[src/rtl/ifu_fetch_pkg.sv]
// ----------------------------------------------------------------------------
// ifu_fetch_pkg
//   Shared definitions for the instruction fetch unit.
//   - ifu_state_t : fetch FSM state encoding (3 bits)
//   - RESET_PC    : default fetch address after reset
//   - NOP_INST    : instruction word presented to decode as a bubble
//   - IFU_XLEN    : default address / instruction width
// ----------------------------------------------------------------------------
package ifu_fetch_pkg;

   localparam int          IFU_XLEN = 32;
   localparam logic [31:0] RESET_PC = 32'h8000_0000;
   localparam logic [31:0] NOP_INST = 32'h0000_0000;

   // IDLE     : one cycle after reset release, before the first request
   // REQ      : request presented at fetch_pc, waiting for imem_req_ready
   // WAIT     : request accepted, waiting for the response
   // DROP_REQ : redirected while the old request was still unaccepted;
   //            the old address stays on the bus until it is accepted
   // DROP     : old request accepted, its response will be discarded
   typedef enum logic [2:0] {
      IFU_IDLE     = 3'd0,
      IFU_REQ      = 3'd1,
      IFU_WAIT     = 3'd2,
      IFU_DROP_REQ = 3'd3,
      IFU_DROP     = 3'd4
   } ifu_state_t;

endpackage : ifu_fetch_pkg

[src/rtl/ifu_fetch_out_buf.sv]
// ----------------------------------------------------------------------------
// ifu_out_buf
//   Single-entry buffer between instruction memory and decode.
//   Holds one fetched {inst, pc}. Decode consumes the entry on any edge where
//   the buffer is valid and pipe_stop is low.
//
//   Ports
//     clk, rst_n   : clock, synchronous active-low reset
//     pipe_stop    : decode stall; blocks consumption
//     flush        : drop the held entry (redirect); wins over load/consume
//     load         : write load_inst/load_pc into the buffer
//     load_inst    : instruction word to store
//     load_pc      : PC of that instruction
//     buf_valid    : buffer holds an instruction
//     buf_inst     : held instruction
//     buf_pc       : PC of the held instruction
//     accept       : buffer can take a new entry this cycle
//                    (empty, or being drained on this same edge)
// ----------------------------------------------------------------------------
module ifu_out_buf #(
   parameter int XLEN = 32
) (
   input  logic            clk,
   input  logic            rst_n,
   input  logic            pipe_stop,
   input  logic            flush,
   input  logic            load,
   input  logic [XLEN-1:0] load_inst,
   input  logic [XLEN-1:0] load_pc,
   output logic            buf_valid,
   output logic [XLEN-1:0] buf_inst,
   output logic [XLEN-1:0] buf_pc,
   output logic            accept
);

   logic consume;

   assign consume = buf_valid & ~pipe_stop;
   // A full buffer may still accept when decode drains it on the same edge,
   // which keeps the zero-wait throughput at one instruction per two cycles.
   assign accept  = ~buf_valid | consume;

   always_ff @(posedge clk) begin
      if (!rst_n) begin
         buf_valid <= 1'b0;
         buf_inst  <= '0;
         buf_pc    <= '0;
      end else if (flush) begin
         // Squash even when decode would have consumed this cycle.
         buf_valid <= 1'b0;
      end else if (load) begin
         buf_valid <= 1'b1;
         buf_inst  <= load_inst;
         buf_pc    <= load_pc;
      end else if (consume) begin
         buf_valid <= 1'b0;
      end
   end

endmodule : ifu_out_buf

[src/rtl/ifu_fetch.sv]
// ----------------------------------------------------------------------------
// ifu_fetch
//   RV32 instruction fetch stage. Owns the fetch PC, keeps at most one request
//   outstanding to instruction memory and hands {inst, pc} to decode through
//   a single-entry buffer. Emits bubbles (inst = 0) when nothing is buffered.
//   Redirects (branch / jump / ecall / mret) discard any in-flight fetch.
//
//   Handshakes (both memory channels): a transfer happens on a rising edge
//   where valid and ready are both high. While valid is high and ready is
//   low, the sender holds valid and its payload stable.
//
//   Ports
//     clk, rst_n     : clock, synchronous active-low reset
//     pipe_stop      : decode stall
//     redirect_valid : one-cycle redirect pulse
//     redirect_pc    : redirect target (low two bits ignored)
//     imem_req_*     : request channel (valid/ready/addr)
//     imem_rsp_*     : response channel (valid/ready/data)
//     inst, pc       : instruction and its PC to decode (0 when empty)
//     inst_valid     : buffer valid flag
// ----------------------------------------------------------------------------
module ifu_fetch
   import ifu_fetch_pkg::*;
#(
   parameter logic [31:0] RESET_PC = ifu_fetch_pkg::RESET_PC,
   parameter int          XLEN     = 32
) (
   input  logic            clk,
   input  logic            rst_n,
   input  logic            pipe_stop,
   input  logic            redirect_valid,
   input  logic [XLEN-1:0] redirect_pc,
   output logic            imem_req_valid,
   input  logic            imem_req_ready,
   output logic [XLEN-1:0] imem_req_addr,
   input  logic            imem_rsp_valid,
   output logic            imem_rsp_ready,
   input  logic [XLEN-1:0] imem_rsp_data,
   output logic [XLEN-1:0] inst,
   output logic [XLEN-1:0] pc,
   output logic            inst_valid
);

   // FSM state is kept as a named signal so checkers can bind to it.
   ifu_state_t      state;
   ifu_state_t      state_next;

   logic [XLEN-1:0] fetch_pc;
   logic [XLEN-1:0] fetch_pc_next;
   // Address of the request presented in REQ; keeps the old address on the
   // bus in DROP_REQ after fetch_pc has already moved to the redirect target.
   logic [XLEN-1:0] held_addr;

   logic            buf_load;
   logic            buf_accept;
   logic            buf_valid;
   logic [XLEN-1:0] buf_inst;
   logic [XLEN-1:0] buf_pc;

   // ------------------------------------------------------------------------
   // State registers
   // ------------------------------------------------------------------------
   always_ff @(posedge clk) begin
      if (!rst_n) begin
         state     <= IFU_IDLE;
         fetch_pc  <= RESET_PC[XLEN-1:0];
         held_addr <= RESET_PC[XLEN-1:0];
      end else begin
         state    <= state_next;
         fetch_pc <= fetch_pc_next;
         if (state == IFU_REQ) begin
            held_addr <= fetch_pc;
         end
      end
   end

   // ------------------------------------------------------------------------
   // Next-state, PC update and memory interface outputs
   // ------------------------------------------------------------------------
   always_comb begin
      state_next     = state;
      fetch_pc_next  = fetch_pc;
      imem_req_valid = 1'b0;
      imem_req_addr  = fetch_pc;
      imem_rsp_ready = 1'b0;
      buf_load       = 1'b0;

      unique case (state)
         IFU_IDLE: begin
            state_next = IFU_REQ;
         end

         IFU_REQ: begin
            imem_req_valid = 1'b1;
            if (redirect_valid) begin
               // An unaccepted request cannot be withdrawn, so it is
               // completed and its response thrown away.
               state_next = imem_req_ready ? IFU_DROP : IFU_DROP_REQ;
            end else if (imem_req_ready) begin
               state_next = IFU_WAIT;
            end
         end

         IFU_WAIT: begin
            imem_rsp_ready = buf_accept;
            if (imem_rsp_valid && buf_accept) begin
               state_next = IFU_REQ;
               if (!redirect_valid) begin
                  buf_load      = 1'b1;
                  fetch_pc_next = fetch_pc + XLEN'(4);
               end
            end else if (redirect_valid) begin
               state_next = IFU_DROP;
            end
         end

         IFU_DROP_REQ: begin
            imem_req_valid = 1'b1;
            imem_req_addr  = held_addr;
            if (imem_req_ready) begin
               state_next = IFU_DROP;
            end
         end

         IFU_DROP: begin
            // The discarded response never needs buffer space.
            imem_rsp_ready = 1'b1;
            if (imem_rsp_valid) begin
               state_next = IFU_REQ;
            end
         end

         default: begin
            state_next = IFU_IDLE;
         end
      endcase

      // Redirect overrides any PC update made above.
      if (redirect_valid) begin
         fetch_pc_next = {redirect_pc[XLEN-1:2], 2'b00};
      end
   end

   // ------------------------------------------------------------------------
   // Output buffer
   // ------------------------------------------------------------------------
   ifu_out_buf #(
      .XLEN (XLEN)
   ) u_out_buf (
      .clk       (clk),
      .rst_n     (rst_n),
      .pipe_stop (pipe_stop),
      .flush     (redirect_valid),
      .load      (buf_load),
      .load_inst (imem_rsp_data),
      .load_pc   (fetch_pc),
      .buf_valid (buf_valid),
      .buf_inst  (buf_inst),
      .buf_pc    (buf_pc),
      .accept    (buf_accept)
   );

   assign inst       = buf_valid ? buf_inst : NOP_INST[XLEN-1:0];
   assign pc         = buf_valid ? buf_pc   : '0;
   assign inst_valid = buf_valid;

endmodule : ifu_fetch

[config.mk]
export PLATFORM = sky130hd
export DESIGN_NAME = ifu_fetch
export DESIGN_NICKNAME = d
export VERILOG_FILES = /design/src/rtl/ifu_fetch_pkg.sv /design/src/rtl/ifu_fetch_out_buf.sv /design/src/rtl/ifu_fetch.sv
export SDC_FILE = /design/constraint.sdc
export NUM_CORES = 1
export LEC_CHECK = 0
export CAP_MARGIN = 20
export CORE_ASPECT_RATIO = 1.5
export CORE_MARGIN = 10
export CORE_UTILIZATION = 50
export DETAILED_ROUTE_END_ITERATION = 16
export PLACE_DENSITY_LB_ADDON = 0.08
export SLEW_MARGIN = 20
export SYNTH_ARGS = -nofsm -noshare
export SYNTH_HDL_FRONTEND = slang
export SYNTH_HIERARCHICAL = 1
export SYNTH_SLANG_ARGS = --single-unit
[constraint.sdc]
create_clock -name clk -period 2.75 [get_ports clk]
set_clock_uncertainty 0.2 [all_clocks]
set_input_delay 0.55 -clock clk [delete_from_list [all_inputs] [get_ports clk]]
set_output_delay 0.55 -clock clk [all_outputs]
set_load 0.02 [all_outputs]
==> results of run 1 <==
[cell type report]
| class | count | area [um2] |
|---|---|---|
| tap | 159 | 198.9 |
| timing repair buffer | 206 | 1994 |
| fill | 1101 | 3921 |
| inverter | 4 | 15.01 |
| clock inverter | 11 | 152.6 |
| sequential | 128 | 2564 |
| clock buffer | 21 | 470.5 |
| multi-input combinational | 607 | 3701 |
[worst max-delay path, stage by stage (launching register included)]
cell	delay, ns
sky130_fd_sc_hd__dfxtp_2	0.42
sky130_fd_sc_hd__buf_6	0.24
sky130_fd_sc_hd__and2_1	0.17
sky130_fd_sc_hd__clkdlybuf4s50_1	0.62
[Yosys cell counts, types with 5 or more instances]
cell                       instances
sky130_fd_sc_hd__a211oi_1          8
sky130_fd_sc_hd__a21oi_1          39
sky130_fd_sc_hd__a31oi_1          10
sky130_fd_sc_hd__and2_1           67
sky130_fd_sc_hd__and4_1            5
sky130_fd_sc_hd__buf_12            7
sky130_fd_sc_hd__buf_2            13
sky130_fd_sc_hd__buf_4             5
sky130_fd_sc_hd__clkbuf_1         35
sky130_fd_sc_hd__dfxtp_1         128
sky130_fd_sc_hd__mux2_2           30
sky130_fd_sc_hd__mux2i_1          66
sky130_fd_sc_hd__nand2_1         204
sky130_fd_sc_hd__nand2b_1          5
sky130_fd_sc_hd__nand3_1          11
sky130_fd_sc_hd__nand4_1          14
sky130_fd_sc_hd__nor2_1           14
sky130_fd_sc_hd__nor2b_1           5
sky130_fd_sc_hd__nor3_1           13
sky130_fd_sc_hd__nor4_1           11
sky130_fd_sc_hd__o21ai_0          26
sky130_fd_sc_hd__o31ai_1           8
sky130_fd_sc_hd__or4_1            11
[state kept, by name (all words and copies together) (netlist names)]
name and cells:
u_out_buf/buf_pc 32, fetch_pc 30, u_out_buf/buf_inst 32, state 3, u_out_buf/buf_valid 1, held_addr 30
[kinds of logic (layout without fill, tap and decap cells)]
group | Yosys count | count (layout)
AO/OA/AOI/OAI | 111 | 111
XOR/XNOR | 7 | 7
adder cells (fa/ha/maj) | 1 | 1
buffers and inverters | 69 | 242
flip-flops | 128 | 128
multiplexers | 96 | 96
other | 1 | 4
AND/OR/NAND/NOR | 388 | 388
[per-layer routing]
metal	track usage	share of wire
met1	0.2348	0.40
met2	0.3793	0.52
met3	0.05673	0.064
met4	0.07429	0.018
met5	0	0
[metrics by stage]
step / worst slack [ns] / TNS, ns / hold slack (ns)
floorplan: 0.3210 / 0 / 0.2301
global placement: -0.1243 / -0.6612 / 0.2381
detailed placement: -0.1780 / -1.288 / 0.2418
CTS: 0.1072 / 0 / 0.2550
global route: 0.04875 / 0 / 0.2736
finish: 0.1472 / 0 / 0.2539
[how the worst min path moves through the flow]
| stage | start | end | slack, ns | depth (start not counted) |
|---|---|---|---|---|
| 5_1_grt | held_addr[10]$_SDFFE_PN0N_ | held_addr[10]$_SDFFE_PN0N_ | 0.27 | 2 |
| 3_3_place_gp | u_out_buf/buf_inst[10]$_SDFFE_PN0P_ | u_out_buf/buf_inst[10]$_SDFFE_PN0P_ | 0.24 | 2 |
| 4_1_cts | u_out_buf/buf_pc[20]$_SDFFE_PN0P_ | u_out_buf/buf_pc[20]$_SDFFE_PN0P_ | 0.26 | 2 |
| 3_5_place_dp | u_out_buf/buf_pc[27]$_SDFFE_PN0P_ | u_out_buf/buf_pc[27]$_SDFFE_PN0P_ | 0.24 | 2 |
| 6_report | u_out_buf/buf_pc[16]$_SDFFE_PN0P_ | u_out_buf/buf_pc[16]$_SDFFE_PN0P_ | 0.25 | 2 |
| 2_1_floorplan | u_out_buf/buf_inst[0]$_SDFFE_PN0P_ | u_out_buf/buf_inst[0]$_SDFFE_PN0P_ | 0.23 | 2 |
[power breakdown]
group / internal, W / switching, W / total [W]
clock: 0.00151 / 0.000846 / 0.00235
combinational: 0.000295 / 0.000368 / 0.000663
sequential: 0.00192 / 0.0000725 / 0.00200
total: 0.00373 / 0.00129 / 0.00501
[what timing repair did]
item,CTS,global route
setup buffers,0,0
endpoints found under the hold margin,0,0
hold buffers,0,0
setup endpoints to repair,67,0
resized for setup,33,0
==> flow_summary.rst, run 1 <==
.. list-table::
   :header-rows: 1

   * - Metric
     - Value
   * - Total number of H-tree levels
     - 4
   * - Number of vias after detailed routing
     - around 6,200
   * - Arrival time at the worst endpoint
     - 1.85 ns
   * - Width of the chip
     - 114.2 um
   * - Biggest area contributors in the synthesized netlist
     - sky130_fd_sc_hd__dfxtp_1, sky130_fd_sc_hd__nand2_1, sky130_fd_sc_hd__mux2i_1
   * - Io pins
     - 169
   * - Post-layout total power
     - about 0.005 W
   * - Endpoint kind of the worst setup timing path
     - primary output
   * - Number of antenna violations at the first check in global routing
     - 0
   * - Total Wirelength
     - 19,920 um
   * - Number of input and output port buffers inserted
     - about 160
   * - Status
     - complete, no violations
   * - Number of cell rows
     - 51
   * - Reported max-cap violation count
     - 0
   * - Kind of launch point of the worst setup path
     - register
   * - Half-perimeter wire length of the detailed placement result
     - 14,790 um
   * - Kind of critical path
     - reg2out
   * - Peak Freq
     - 0.3842 GHz
   * - CTS buffer count
     - 17
   * - Combinational family with the most area after synthesis
     - simple AND/OR/NAND/NOR gates
   * - Area of the core
     - about 0.013 mm2
   * - Post-synth top area cell
     - sky130_fd_sc_hd__dfxtp_1
   * - Leakage power
     - ~3.3 nW
   * - Mapped cell area
     - between 0.006 and 0.007 mm2
   * - Portion of the clock cycle consumed by the worst path in the final layout
     - 0.9465
   * - Register bit total from synthesis
     - 128
   * - Hold Vio Cnt, Final
     - 0
   * - Worst IR drop on VDD
     - 0.3419 mV
   * - Post-synthesis average cell area
     - 8.313 um2
   * - Sequential element share of the synthesized area
     - 0.3848
   * - Number of enable flip-flop cells after synthesis
     - 0
   * - Placed Instances
     - 1,104
   * - Shortest period the worst path allows
     - 2.603 ns
   * - Setup slack of the worst register-to-register path
     - 0.39 ns
   * - GRT Util Overall
     - 0.2130
   * - DRC violation count after routing
     - 0
   * - Critical Path Fanout Max
     - 36
   * - Leading cell types in the layout, fill and taps excluded
     - sky130_fd_sc_hd__nand2_1, sky130_fd_sc_hd__clkdlybuf4s50_1, sky130_fd_sc_hd__dfxtp_1
   * - Fraction of layout instances using a drive strength above 1
     - 0.1198
   * - Die Footprint
     - 0.01843 mm2
   * - XOR/XNOR Fraction of Synth Area
     - 0.009207
   * - Via count of the first global-routing pass
     - 6,373
   * - Final Max Slew Viols
     - 0
   * - Most used flip-flop cell after synthesis
     - sky130_fd_sc_hd__dfxtp_1
   * - Yosys warning count
     - 6
   * - CP Capture Point
     - pc[22]
   * - Clock Sinks
     - approximately 130
   * - Cell at the root of the clock tree
     - sky130_fd_sc_hd__clkbuf_16
   * - Area Growth Syn to Fin
     - 36.60%
   * - Compound-cell area share of the yosys netlist
     - 0.1017
   * - Slew @ Worst Pin
     - 0.5576 ns
   * - Number of distinct standard cells referenced by the synthesized netlist
     - 56
   * - Number of DRC markers in iteration 0
     - 370
   * - Antenna violation net count after detailed routing
     - 0
   * - Area after DPL
     - roughly 0.0085 mm2
   * - Setup repair after global routing missed its margin
     - no
   * - Count of mapped cells out of synthesis
     - 801
   * - Data required time at the worst endpoint
     - 2.00 ns
   * - Number of nets at the end of the flow
     - 1,035
   * - Final weighted congestion of routability-driven global placement
     - 0.8663
   * - Worst setup path start
     - u_out_buf/buf_valid$_SDFFE_PP0P_
   * - Reg clk slew, reported paths
     - 0.05 ns
   * - First-pass GRT wire length
     - 32,420 um
   * - Most common cell after layout, fill and taps aside
     - sky130_fd_sc_hd__nand2_1
   * - Overflow left after global routing
     - 0
   * - Initial core utilization
     - 0.5115
   * - Async set-reset flop share out of synthesis
     - 0
   * - Insertion delay of the later-clocked pin in the worst-skew pair
     - 0.41 ns
   * - Number of vias per cell after detailed routing
     - 5.496
   * - 1st-pass router iterations
     - 6
   * - Design Area, Final
     - roughly 0.0091 mm2
   * - Pin count of the biggest net entering global routing
     - between 60 and 70
   * - Worst max-slew margin expressed relative to the limit
     - 0.6266
   * - Reg-to-reg critical path endpoint
     - fetch_pc[19]$_SDFFE_PN0P_
   * - Type of the tightest min-delay check
     - reg2reg
   * - Number of non-filler instances in the completed layout
     - 1,136
   * - Die extent in y
     - 161.3 um
   * - Area fraction in and, or, nand and nor cells after synthesis
     - 0.2905
   * - Share of the synthesized area in the top cell type
     - 0.3848
   * - Post-synthesis adder-cell area fraction
     - 0.001879
   * - Number of buffers on the longest clock path
     - 2
   * - Clock tree from TritonCTS
     - built
   * - Pwr dens
     - approximately 550 mW/mm2
   * - Worst reg-to-reg path cell count
     - 5
   * - Share of the core filled with cells in the final layout
     - 0.6988
   * - Startpoint of the worst-slack reg-to-reg timing path
     - u_out_buf/buf_valid$_SDFFE_PP0P_
   * - Post-synthesis mux area share
     - 0.1499
   * - Avg WL per Cell
     - 17.53 um
   * - Final setup fails
     - 0
   * - Antenna Cells
     - 0
(Power assumes the default switching activity.)
==> run 2, diff against run 1 <==
Settings changed: CORE_MARGIN 10 to 2, CORE_UTILIZATION 50 to 54.
Clock period 2.75 ns to 3.36 ns, I/O delays scaled along.
==> run 2 against run 1 <==
Effect of this change: sequential share of layout area is 0.52 points higher; largest cell class unchanged; via count rose by 0.80%; sequential cell count unchanged; hold slack about the same; routed wire length shrank 7.2%; largest power group unchanged; first-iteration DRC count fell by 0.81%; non-clock buffer count shrank 22; global-route usage increased by 6.5 points; combinational power down 21%; total power decreased by 18%; clock power shrank 17%; worst setup slack improved by 0.0075 ns.
==> flow_summary.rst, run 2 (synthesized netlist as in run 1, its figures left out) <==
.. list-table::
   :header-rows: 1

   * - Metric
     - Value
   * - Arrival time at the worst endpoint
     - 2.33 ns
   * - Leakage power
     - 3.107 nW
   * - Shortest period the worst path allows
     - 3.205 ns
   * - Insertion delay of the later-clocked pin in the worst-skew pair
     - 0.42 ns
   * - Clock Sinks
     - between 100 and 150
   * - Fraction of layout instances using a drive strength above 1
     - 0.09853
   * - Setup repair after global routing missed its margin
     - no
   * - CTS buffer count
     - 17
   * - Pin count of the biggest net entering global routing
     - between 150 and 200
   * - Final setup fails
     - 0
   * - Number of nets at the end of the flow
     - between 1,000 and 1,500
   * - Cell at the root of the clock tree
     - sky130_fd_sc_hd__clkbuf_16
   * - Portion of total power attributed to sequential cells
     - 0.400
   * - Kind of launch point of the worst setup path
     - register
   * - Die Footprint
     - 0.01325 mm2
   * - WHS
     - 0.2539 ns
   * - Setup_tns
     - 0 ns
   * - Hold buffers post-CTS
     - 0
   * - Kind of critical path
     - reg2out
   * - Antenna violation net count after detailed routing
     - 0
   * - Critical Path Slowest Stage Cell
     - sky130_fd_sc_hd__clkdlybuf4s50_1
   * - Int Power
     - 0.003077 W
   * - Hold Vio Cnt, Final
     - 0
   * - Pwr dens
     - about 460 mW/mm2
   * - Logic pwr share
     - 0.127
   * - Half-perimeter wire length of the detailed placement result
     - around 13,000 um
   * - Peak Freq
     - 0.3120 GHz
   * - Number of buffers on the longest clock path
     - 2
   * - Clock network fraction of design power
     - 0.473
   * - Overflow left after global routing
     - 0
   * - Final Max Slew Viols
     - 0
   * - Die extent in y
     - 140 um
   * - Number of vias per cell after detailed routing
     - 5.686
   * - Initial core utilization
     - 0.5541
   * - Number of cell rows
     - 49
   * - Area of the core
     - 0.01202 mm2
   * - Critical Path Fanout Max
     - 21
   * - Slew @ Worst Pin
     - 0.9492 ns
   * - Data required time at the worst endpoint
     - 2.49 ns
   * - Reported max-cap violation count
     - 0
   * - Number of input and output port buffers inserted
     - ~160
   * - Most common cell after layout, fill and taps aside
     - sky130_fd_sc_hd__nand2_1
   * - Clock tree from TritonCTS
     - built
   * - Final weighted congestion of routability-driven global placement
     - 0.8598
   * - Io pins
     - 169
   * - Power dissipated by switching net loads
     - around 0.0011 W
   * - Maximum single-stage delay on the critical path
     - 0.56 ns
   * - Number of vias after detailed routing
     - 6,294
   * - Leading cell types in the layout, fill and taps excluded
     - sky130_fd_sc_hd__nand2_1, sky130_fd_sc_hd__clkdlybuf4s50_1, sky130_fd_sc_hd__dfxtp_1
   * - Width of the chip
     - about 95 um
   * - Via count of the first global-routing pass
     - 6,089
   * - DRC violation count after routing
     - 0
   * - Number of DRC markers in iteration 0
     - 367
   * - Crit path max-delay family
     - buffers and inverters
   * - Avg WL per Cell
     - roughly 17 um
   * - Area Growth Syn to Fin
     - 34.05%
   * - Worst max-slew margin expressed relative to the limit
     - 0.3614
   * - Worst IR drop on VDD
     - 0.3468 mV
   * - Antenna Cells
     - 0
   * - Reg clk slew, reported paths
     - 0.06 ns
   * - Sequence of cells on the critical path
     - nand3b_1, buf_6, mux2_2, clkdlybuf4s50_1
   * - Share of total power consumed by net switching
     - 0.2545
   * - First-pass GRT wire length
     - 29,570 um
   * - Number of buffers and inverters on the critical path
     - 2
   * - Portion of the clock cycle consumed by the worst path in the final layout
     - 0.9540
   * - Total Wirelength
     - 18,480 um
   * - GRT Util Overall
     - 0.2776
   * - Status
     - complete, no violations
   * - Endpoint kind of the worst setup timing path
     - primary output
   * - Leading registers by flop count
     - u_out_buf/buf_inst (32), u_out_buf/buf_pc (32)
   * - Number of antenna violations at the first check in global routing
     - 0
   * - Total number of H-tree levels
     - 4
   * - Number of inserted filler cells in the final layout
     - between 900 and 1,000
   * - Type of the tightest min-delay check
     - reg2reg
   * - 1st-pass router iterations
     - 5
==> run 2: cell types whose count changed in the layout (fill, tap and decap cells not counted), sizes merged <==
| cell | before | now |
|---|---|---|
| buf | 43 | 21 |
| dlygate4sd2 | 31 | 0 |
| clkdlybuf4s50 | 132 | 163 |
| clkbuf | 21 | 18 |
| bufinv | 3 | 4 |
| clkinvlp | 3 | 4 |
==> run 2: final timing paths <==
path	endpoint	from	slack, ns	cells past startpoint
min	held_addr[10]$_SDFFE_PN0N_	held_addr[10]$_SDFFE_PN0N_	0.25	2
max	imem_req_addr[31]	state[2]$_SDFFE_PN0P_	0.15	4
max reg2reg	fetch_pc[27]$_SDFFE_PN0P_	fetch_pc[9]$_SDFFE_PN0P_	0.85	4
min reg2reg	held_addr[10]$_SDFFE_PN0N_	held_addr[10]$_SDFFE_PN0N_	0.25	2
==> run 2: power groups by stage <==
stage                     combinational, W  clock (W)  sequential, W
after floorplan                   0.000319          0        0.00165
after global placement            0.000507          0        0.00168
after detailed placement          0.000519          0        0.00168
after CTS                         0.000522    0.00198        0.00165
after global routing              0.000566    0.00204        0.00166
final                             0.000523    0.00195        0.00165
==> run 2: per-layer routing <==
layer | GRT usage | up-vias | part of all wire
met1 | 0.3243 | 2955 | 0.39
met5 | 0 | - | 0
met2 | 0.4867 | 235 | 0.52
met3 | 0.05702 | 42 | 0.062
met4 | 0.1121 | 0 | 0.028
li1 | - | 3062 | -
==> run 2: metrics by stage <==
stage               cells  setup WS, ns  utilization  area (um2)  total power (W)
floorplan             804        0.8090            -        6670         0.001967
global placement     1076        0.2701       0.6904        8297         0.002184
detailed placement   1076        0.2601       0.6904        8297         0.002200
CTS                  1107       0.09220       0.7425        8922         0.004153
global route         1107       0.06758       0.7428        8926         0.004265
finish               1107        0.1547       0.7428        8926         0.004128
==> run 2: cell type report <==
| class | count | area (um2) | share of cell area |
|---|---|---|---|
| sequential | 128 | 2562 | 0.2871 |
| multi-input combinational | 607 | 3701 | 0.4146 |
| inverter | 4 | 15.01 | 0.001682 |
| timing repair buffer | 184 | 1831 | 0.2051 |
| clock buffer | 18 | 439.2 | 0.04920 |
| tap | 153 | 191.4 | 0.02145 |
| clock inverter | 13 | 186.4 | 0.02089 |
==> run 2: worst register-to-register path, cell delays in order, from the launching register on <==
cell and delay (ns):
sky130_fd_sc_hd__dfxtp_1 0.51, sky130_fd_sc_hd__nand3_2 0.24, sky130_fd_sc_hd__or4_1 0.68, sky130_fd_sc_hd__or4_1 0.50, sky130_fd_sc_hd__a311oi_1 0.28
==> run 2: repair_timing <==
action,CTS,global route
setup buffers,0,0
gates resized for setup,0,1
endpoints found under the setup margin,0,1
==> run 3, diff against run 2 <==
Settings changed: MAX_ROUTING_LAYER set to met4.
==> run 3 against run 2 <==
Effect of this change: sequential cell count stayed put; design area shrank 0.15%; first-iteration DRC count fell by 11%; via count hardly changed; hold slack lost 0.0011 ns; routed wire length increased by 0.71%; die area is the same; core utilization decreased by 0.11 points; final cell count about the same; non-clock buffer count unchanged.
==> flow_summary.rst, run 3 (synthesized netlist as in run 1, its figures left out) <==
.. list-table::
   :header-rows: 1

   * - Metric
     - Value
   * - Status
     - complete, no violations
   * - Area of the core
     - 0.01202 mm2
   * - GRT Util Overall
     - 0.2864
   * - Final Max Slew Viols
     - 0
   * - Critical Path Slowest Stage Cell
     - sky130_fd_sc_hd__dfxtp_1
   * - Reported max-cap violation count
     - 0
   * - Most common cell after layout, fill and taps aside
     - sky130_fd_sc_hd__nand2_1
   * - Number of inserted filler cells in the final layout
     - 956
   * - Endpoint kind of the worst setup timing path
     - primary output
   * - Total number of H-tree levels
     - 4
   * - Io pins
     - between 150 and 200
   * - Number of antenna violations at the first check in global routing
     - 0
   * - Kind of critical path
     - reg2out
   * - Number of input and output port buffers inserted
     - between 150 and 200
   * - Total Wirelength
     - 18,610 um
   * - Hold Vio Cnt, Final
     - 0
   * - Half-perimeter wire length of the detailed placement result
     - approximately 13,000 um
   * - Placed Instances
     - roughly 1,100
   * - Leakage power
     - 3.099 nW
   * - Antenna violation net count after detailed routing
     - 0
   * - Number of gates given a new drive strength after cts
     - 0
   * - Pin count of the biggest net entering global routing
     - 160
   * - Type of the tightest min-delay check
     - reg2reg
   * - Shortest period the worst path allows
     - about 3.2 ns
   * - Overflow left after global routing
     - 0
   * - Pwr dens
     - approximately 460 mW/mm2
   * - Die Footprint
     - 0.01325 mm2
   * - Leading cell types in the layout, fill and taps excluded
     - sky130_fd_sc_hd__nand2_1, sky130_fd_sc_hd__clkdlybuf4s50_1, sky130_fd_sc_hd__dfxtp_1
   * - Antenna Cells
     - 0
   * - Clock tree from TritonCTS
     - built
   * - Setup repair after global routing missed its margin
     - no
   * - Share of the core filled with cells in the final layout
     - 0.7417
   * - Worst IR drop on VDD
     - about 0.37 mV
   * - DRC violation count after routing
     - 0
   * - Critical Path Fanout Max
     - 21
   * - Number of vias per cell after detailed routing
     - 5.680
   * - Setup_tns
     - 0 ns
   * - Post-CTS setup buffer count
     - 0
   * - Number of non-filler instances in the completed layout
     - roughly 1,100
   * - Number of cell rows
     - 49
   * - Number of nets at the end of the flow
     - 1,013
   * - Sequence of cells on the critical path
     - nand3b_1, buf_6, mux2_2, clkdlybuf4s50_1
   * - Maximum single-stage delay on the critical path
     - 0.63 ns
   * - Insertion delay of the later-clocked pin in the worst-skew pair
     - 0.41 ns
   * - Final setup fails
     - 0
   * - Peak Freq
     - between 0.3 and 0.4 GHz
   * - Worst max-slew margin expressed relative to the limit
     - 0.5661
   * - CTS buffer count
     - 17
   * - Fraction of layout instances using a drive strength above 1
     - 0.09843
   * - 1st-pass router iterations
     - 5
   * - Data required time at the worst endpoint
     - 2.49 ns
   * - Final weighted congestion of routability-driven global placement
     - between 0.8 and 0.9
   * - Via count of the first global-routing pass
     - 6,042
   * - Cell at the root of the clock tree
     - sky130_fd_sc_hd__clkbuf_16
   * - Number of buffers on the longest clock path
     - 2
   * - First-pass GRT wire length
     - about 30,000 um
   * - Clock Sinks
     - 128
   * - Reg clk slew, reported paths
     - roughly 0.050 ns
   * - Avg WL per Cell
     - 16.80 um
   * - Slew @ Worst Pin
     - around 0.65 ns
   * - Number of vias after detailed routing
     - roughly 6,300
   * - Initial core utilization
     - 0.5541
   * - Portion of the clock cycle consumed by the worst path in the final layout
     - 0.9600
   * - Hold buffers post-CTS
     - 0
   * - Width of the chip
     - 94.67 um
   * - Area Growth Syn to Fin
     - 33.84%
   * - Kind of launch point of the worst setup path
     - register
   * - Number of DRC markers in iteration 0
     - 327
   * - Leading registers by flop count
     - u_out_buf/buf_inst (32), u_out_buf/buf_pc (32)
   * - Arrival time at the worst endpoint
     - 2.35 ns
   * - Die extent in y
     - 140 um
==> run 3: changes by cell type in the layout (fill, tap and decap cells not counted), sizes merged <==
cell      delta
bufinv       -1
clkinv       +3
clkinvlp     -1
==> run 3: power breakdown <==
| part | total (W) | internal [W] | switching (W) |
|---|---|---|---|
| Sequential | 0.00165 | 0.00157 | 0.0000793 |
| Clock | 0.00189 | 0.00118 | 0.000715 |
| Combinational | 0.000519 | 0.000242 | 0.000278 |
==> run 3: metal layers <==
metal,up-vias,GRT usage,wire (um)
met1,2969,0.3296,7371
met5,-,-,0
met2,257,0.4965,9797
met4,0,0.09153,270
li1,3043,-,-
met3,24,0.05325,1174
==> run 3: worst max-delay path: cells and delay by family (launching register included) <==
kind,cells,cell delay [ns]
AND/OR/NAND/NOR,1,0.20
multiplexers,1,0.27
buffers and inverters,2,0.84
flip-flops,1,0.63
==> run 3: worst paths after layout <==
path                                                   startpoint                                 to  slack, ns  cells after the start
worst max register to register   u_out_buf/buf_valid$_SDFFE_PP0P_          fetch_pc[17]$_SDFFE_PN0P_       0.83                      5
worst min register to register  u_out_buf/buf_pc[11]$_SDFFE_PN0P_  u_out_buf/buf_pc[11]$_SDFFE_PN0P_       0.25                      2
worst min-delay path            u_out_buf/buf_pc[11]$_SDFFE_PN0P_  u_out_buf/buf_pc[11]$_SDFFE_PN0P_       0.25                      2
worst max-delay path                        state[1]$_SDFFE_PN0P_                  imem_req_addr[31]       0.13                      4
==> run 3: cell type report <==
| class | instances | area [um2] | share of cell area |
|---|---|---|---|
| multi-input cells | 607 | 3701 | 0.4153 |
| flip-flops and latches | 128 | 2562 | 0.2875 |
| repair buffers | 184 | 1831 | 0.2054 |
| clock buffers | 18 | 429.2 | 0.04815 |
| well taps | 153 | 191.4 | 0.02148 |
| clock inverters | 14 | 182.7 | 0.02050 |
| inverters | 4 | 15.01 | 0.001685 |
==> run 3: metrics by stage <==
step           worst slack [ns]  area [um2]  total power, W  hold slack, ns
2_1_floorplan            0.8090        6670        0.001967          0.2301
3_3_place_gp             0.2717        8297        0.002181          0.2379
3_5_place_dp             0.2756        8297        0.002197          0.2439
4_1_cts                  0.1087        8909        0.004081          0.2553
5_1_grt                 0.03993        8912        0.004205          0.2705
6_report                 0.1343        8912        0.004067          0.2529
